$ cat src/rtl/sorter_bench_pkg.sv
// Shared types and constants for the merge-sorter stimulus generator / checker.
package sorter_bench_pkg;

   typedef enum logic [1:0] {
      ST_IDLE = 2'd0,
      ST_RUN  = 2'd1,
      ST_DONE = 2'd2
   } state_t;

   localparam logic [1:0] MODE_INTERLEAVE = 2'd0;
   localparam logic [1:0] MODE_BLOCK      = 2'd1;
   localparam logic [1:0] MODE_DUP        = 2'd2;

   // All-ones key of width keyw, right-aligned in 64 bits (keyw <= 64).
   function automatic logic [63:0] sentinel_key(input int unsigned keyw);
      return {64{1'b1}} >> (64 - keyw);
   endfunction

endpackage

$ cat src/rtl/sorter_stim_lane.sv
// One leaf channel: holds the presented record, counts accepts and switches to
// the sentinel once the channel's finite stream has been consumed.
module sorter_stim_lane
   import sorter_bench_pkg::*;
#(
   parameter int CH       = 0,
   parameter int W_LOG    = 9,
   parameter int DATW     = 64,
   parameter int KEYW     = 32,
   parameter int NREC_LOG = 8
) (
   input  logic            CLK,
   input  logic            RST_X,
   input  logic            load,
   input  logic [1:0]      mode,
   input  logic            en,
   output logic [DATW-1:0] rec
);

   localparam int N = 1 << NREC_LOG;
   localparam logic [63:0]              SENT_W  = sentinel_key(KEYW);
   localparam logic [KEYW-1:0]          SENT    = SENT_W[KEYW-1:0];
   localparam logic [KEYW-1:0]          ONE     = KEYW'(1);
   localparam logic [NREC_LOG-1:0]      CNT_ONE = NREC_LOG'(1);
   localparam logic [NREC_LOG-1:0]      CNT_MAX = NREC_LOG'(N - 1);
   localparam logic [DATW-KEYW-1:0]     IDX     = (DATW-KEYW)'(CH);

   logic [NREC_LOG-1:0] cnt;
   logic                sent;

   // Key of the c-th record of this channel (c counts from 0).
   function automatic logic [KEYW-1:0] key_of(input logic [1:0] m, input logic [NREC_LOG-1:0] c);
      logic [KEYW-1:0] c1;
      c1 = KEYW'(c) + ONE;
      case (m)
         MODE_BLOCK: key_of = KEYW'(CH * N) + c1;
         MODE_DUP:   key_of = c1;
         default:    key_of = (c1 << W_LOG) - KEYW'(CH);
      endcase
   endfunction

   always_ff @(posedge CLK or negedge RST_X) begin
      if (!RST_X) begin
         cnt  <= '0;
         sent <= 1'b0;
         rec  <= '0;
      end else if (load) begin
         cnt  <= '0;
         sent <= 1'b0;
         rec  <= {IDX, key_of(mode, '0)};
      end else if (en) begin
         if (sent || (cnt == CNT_MAX)) begin
            sent <= 1'b1;
            rec  <= {IDX, SENT};
         end else begin
            cnt <= cnt + CNT_ONE;
            rec <= {IDX, key_of(mode, cnt + CNT_ONE)};
         end
      end
   end

endmodule

$ cat config.mk
export PLATFORM = sky130hd
export DESIGN_NAME = sorter_stim_lane
export DESIGN_NICKNAME = d
export VERILOG_FILES = /design/src/rtl/sorter_bench_pkg.sv /design/src/rtl/sorter_stim_lane.sv
export SDC_FILE = /design/constraint.sdc
export NUM_CORES = 1
export LEC_CHECK = 0
export BUFFER_PORTS_ARGS = -buffer_cell sky130_fd_sc_hd__buf_2
export CAP_MARGIN = 0
export CORE_ASPECT_RATIO = 0.9
export CORE_MARGIN = 3
export CORE_UTILIZATION = 35
export CTS_BUF_LIST = sky130_fd_sc_hd__clkbuf_8 sky130_fd_sc_hd__clkbuf_16
export DETAILED_ROUTE_END_ITERATION = 12
export GPL_ROUTABILITY_DRIVEN = 0
export MAX_ROUTING_LAYER = met4
export SYNTH_ARGS = -nofsm -noshare
export SYNTH_HDL_FRONTEND = slang
export SYNTH_SLANG_ARGS = --single-unit
$ cat constraint.sdc
create_clock -name CLK -period 3 [get_ports CLK]
set_clock_uncertainty 0.15 [all_clocks]
set_input_delay 0.6 -clock CLK [delete_from_list [all_inputs] [get_ports CLK]]
set_output_delay 0.6 -clock CLK [all_outputs]
set_load 0.01 [all_outputs]
* Word level (Yosys, flattened, before mapping) *
Index checks and enable logic that the tools add are counted.

storage, ports and cells
  register bits = 73
  input bits = 6
  output and inout bits = 64

cells by class
  add/sub/neg operators = 2
  equal/unequal tests = 4
  muxes and demuxes = 11
  reductions and logical operators = 6

operators by type and width
  operator                                                                count
  64-bit 2-to-1 mux                                                       2
  32-bit 2-to-1 mux                                                       1
  8-bit 2-to-1 mux                                                        3
  18-bit 2-to-1 mux                                                       1
  10-bit 2-to-1 mux                                                       1
  8-bit by 1-bit adder with 9-bit output (second input constant)          1
  8-bit by 1-bit adder with 8-bit output (second input constant)          1
  8-bit equality test (second input constant)                             1
  2-bit AND reduction                                                     2
  2-bit nonzero test                                                      2
  1-bit 2-to-1 mux                                                        3
  2-bit by 1-bit equality test with 1-bit output (second input constant)  1
  2-bit equality test (second input constant)                             1
  2-bit inequality test (second input constant)                           1
  2-bit OR reduction                                                      1
  1-bit logical OR                                                        1

* Longest topological paths before layout *
  depth in word-level cells = 6
  mapped depth = 8
  depth with buffers taken out = 6

* Worst setup path before layout *
No wires, ideal clock.

  path kind = register to register
  from = register cnt[1]
  to = register rec[15]
  setup time = 0.087 ns
  arrival time = 2.024 ns
  path slack = 0.739 ns
  cell stages (with the launch flop) = 7
  path buffers = 0
  period minus slack after synthesis = 2.261 ns
  cell sequence = dfrtp_1 -> ha_1 -> and2b_1 -> or4b_1 -> and3_4 -> or4b_1 -> o211ai_1

on the way
  longest elaborated chain between the ends = 6
  elaborated cells on any way between the ends = 8
  those cells by class = 2 x add/sub; 1 x eq/ne; 4 x mux; 1 x reduce/logical

RTL lines
  what                                    RTL line                text
  from (decl)                             sorter_stim_lane.sv:28  logic [NREC_LOG-1:0] cnt;
  from (signal assigned)                  sorter_stim_lane.sv:56  cnt <= cnt + CNT_ONE;
  8-bit by 1-bit adder with 8-bit output  sorter_stim_lane.sv:57  rec <= {IDX, key_of(mode, cnt + CNT_ONE)};
  8-bit by 1-bit adder with 9-bit output  sorter_stim_lane.sv:34  c1 = KEYW'(c) + ONE;
  18-bit 2-to-1 mux                       sorter_stim_lane.sv:35  case (m)
  32-bit 2-to-1 mux (*)                   sorter_stim_lane.sv:52  if (sent || (cnt == CNT_MAX)) begin
  64-bit 2-to-1 mux (*)                   sorter_stim_lane.sv:51  end else if (en) begin
  64-bit 2-to-1 mux (*)                   sorter_stim_lane.sv:47  end else if (load) begin
  to (signal assigned)                    sorter_stim_lane.sv:50  rec <= {IDX, key_of(mode, '0)};
  to (signal assigned)                    sorter_stim_lane.sv:54  rec <= {IDX, SENT};
  to (signal assigned)                    sorter_stim_lane.sv:57
  to (decl)                               sorter_stim_lane.sv:17  output logic [DATW-1:0] rec

Mark *: on every way between the ends. The rest lies on a longest branch, timed or not. The select of a mux whose other input is x is not followed.
A chain may end at the register's enable or synchronous reset.

* Final worst setup path *
  from = register cnt[0]
  to = register rec[15]

The elaborated chain is that of the path after synthesis.

==> results.py <==
metrics = {
    "status": {
        "status": "completed",
    },
    "floorplan": {
        "die_y_um": 78.6,
        "pin_count": 70,
        "die_x_um": 86.6,
        "coreArea_um2": 5440,
        "start_util_pct": 37.6,
        "num_rows": 25,
        "die_area_um2": 6810,
    },
    "critical_path": {
        "worstPathRequired_ps": 3050,
        "max_stage_delay_ps": 510,
        "critPathKind": "reg -> reg",
        "critPathLaunchType": "flip-flop",
        "crit_family": "simple AND/OR/NAND/NOR gates",
        "crit_buf_inv": 0,
        "cp_cell_sequence": "ha_1, and2b_1, or4b_1, and3_4, or4b_1, o211ai_1",
        "path_common_cell": "or4b_1",
        "end_kind": "flip-flop",
        "r2r_cells": 6,
        "crit_arrival_ps": 2560,
        "critPathMaxFanout": 9,
        "path_depth": 6,
        "critPathSlowestCell": "dfrtp_1",
    },
    "detailed_routing": {
        "vias": 1476,
        "via_per_inst": 4.81,
        "ant_nets": 0,
        "drc_errors": 0,
        "drtIter0Drc": 80,
        "first_pass_iters": 4,
        "wl_mm": 4.08,
        "route.detailed.wl_per_inst_um": 13.3,
    },
    "power": {
        "p_switching_w": 0.000250,
        "leakage_nw": 1.02,
        "vdd_ir_drop_max_v": 0.000184,
        "design_power_total_w": 0.000889,
        "clkPwrFrac_pct": 33.5,
        "power_frac_seq_pct": 46.9,
        "p_per_area_nw_per_um2": 428,
        "p_sw_share_pct": 28.1,
        "p_int_w": 0.000639,
        "pwr-share-comb_pct": 19.5,
    },
    "global_route": {
        "grt_pass1_vias": 1320,
        "antenna_found_initial": 0,
        "grt_overflow": 0,
        "grt_max_degree": 29,
        "grt_pass1_wl_mm": 6.69,
        "track_usage_pct": 12.4,
    },
    "synth": {
        "synthesis.instances": 221,
        "ys_seq_area_share_pct": 34.2,
        "synth.area.top_cells": "dfrtp_1 34%, buf_4 16%, nor2_1 5.1%, xnor2_1 3.8%, xor2_1 3.4%",
        "ys_seq_elements": 28,
        "netlist_area_um2": 2050,
        "synth_edf_count": 0,
        "synth_top_area_share_pct": 34.2,
        "synth_top_area_cell": "dfrtp_1",
        "async_flop_share_pct": 100,
        "ys_warn_count": 0,
        "avgSynthCellArea_um2": 9.27,
        "synth_ff_type": "dfrtp_1",
        "synth_cell_types": 49,
    },
    "cts": {
        "cts_buffer_depth": 2,
        "cts_tree": "built",
        "ctsHtreeMaxLevel": 1,
        "cts_resized": 0,
        "clk_latency_ps": 270,
        "cts_num_sinks": 28,
        "cts_setup_buffers": 0,
        "hold_buffers": 0,
        "clkTransAtPathRegs_ps": 100,
        "cts_root_buffer": "clkbuf_8",
        "cts-buffers-inserted": 3,
    },
    "sta": {
        "tns_ps": 0,
        "hold_viol_final": 0,
        "max_freq_mhz": 398,
        "whs_ps": 185,
        "period_minus_slack_ps": 2510,
        "slew_viol_final": 0,
        "fin_crit_sh_pct": 83.7,
        "tightest_slew_ps": 644,
        "finalSetupViolCount": 0,
        "relSlewSlack_pct": 57.1,
        "rsz0062_at_grt": "false",
    },
    "cells_and_area": {
        "nNetsFinal": 249,
        "final_cell_area_um2": 2070,
        "layout-drive-gt1-share_pct": 23.3,
        "layout_commonest_cell": "buf_2",
        "mostFrequentLayoutCells": "37 x buf_2, 32 x conb_1, 28 x nor2_1, 28 x dfrtp_1, 12 x nand2_1",
        "n_antenna_cell": 0,
        "syn_to_final_growth_pct": 1.28,
    },
    "placement": {
        "placedInstanceArea_um2": 2000,
        "port_buffers": 37,
        "hpwl_mm": 2.94,
    },
    "worst_hold_path": {
        "hp-class": "in -> async",
    },
    "job": {
        "maxCapViolations": 0,
    },
}
-- kinds of logic (layout without fill, tap and decap cells) --
logic type                 Yosys count  after routing  share of synthesized area (%)
AOI/OAI and AO/OA                   42             42                           15.6
xor gates and xnor gates            17             17                           7.27
adders and majority gates            2              2                           1.22
buffers and inverters               61             49                           23.2
DFF                                 28             28                           34.2
muxes                                2              2                          0.977
other                                1             32                          0.183
and+or+nand+nor                     68             68                           17.3
-- stage by stage --
step / util, % / instances / setup WS (ps)
floorplan: - / 252 / 739
global placement: 36.8 / 303 / 578
detailed placement: 36.8 / 303 / 504
CTS: 38.1 / 307 / 484
global route: 38.1 / 307 / 372
finish: 38.1 / 307 / 489
-- cell usage after synthesis (2+ instances only) --
cell and count:
buf_4 45, dfrtp_1 28, nor2_1 28, nand2_1 12, xnor2_1 9, xor2_1 8
a211oi_1 6, o21ai_0 5, clkbuf_8 4, inv_1 4, nand3_1 4, nor3_1 4
o21a_1 4, o22ai_1 4, or3_1 4, a21oi_1 3, a31o_2 3, o211ai_1 3
or4b_1 3, a221o_1 2, a22o_1 2, a311oi_1 2, and2_1 2, buf_1 2
buf_6 2, clkbuf_1 2, ha_1 2, mux2i_1 2, o21ai_1 2
-- worst paths after layout --
kind | to | slack (ps) | from
worst min register to register | rec[4] | 360 | rec[4]
worst min-delay path | rec[4] | 190 | RST_X
worst max-delay path | rec[15] | 490 | cnt[0]
max in group asynchronous | rec[5] | 2090 | RST_X
min in group CLK | rec[4] | 360 | rec[4]
worst max register to register | rec[15] | 490 | cnt[0]
-- power groups by stage --
stage	sequential [W]	combinational, W	clock (W)
floorplan	0.000428	0.000154	0
global placement	0.000423	0.000173	0
detailed placement	0.000424	0.000174	0
CTS	0.000417	0.000175	0.000307
global route	0.000421	0.000193	0.000330
finish	0.000417	0.000174	0.000298
-- per-layer routing --
metal,track usage [%],vias to the layer above,routed length [um]
li1,-,723,-
met1,17.3,697,1960
met2,19.2,56,1790
met3,2.73,0,322
met4,1.40,0,0
met5,-,-,0
-- area by class of cell --
type | instances | area (um^2)
clock buffers | 3 | 41.3
multi-input cells | 163 | 988
flip-flops and latches | 28 | 701
repair buffers | 41 | 215
fillers | 570 | 3370
clock inverters | 1 | 30.0
well taps | 67 | 83.8
inverters | 4 | 15.0
-- state kept, by name, summed over array words and instances (netlist names) --
signal and cells:
cnt 8, rec 19, sent 1
(Power assumes the default switching activity.)
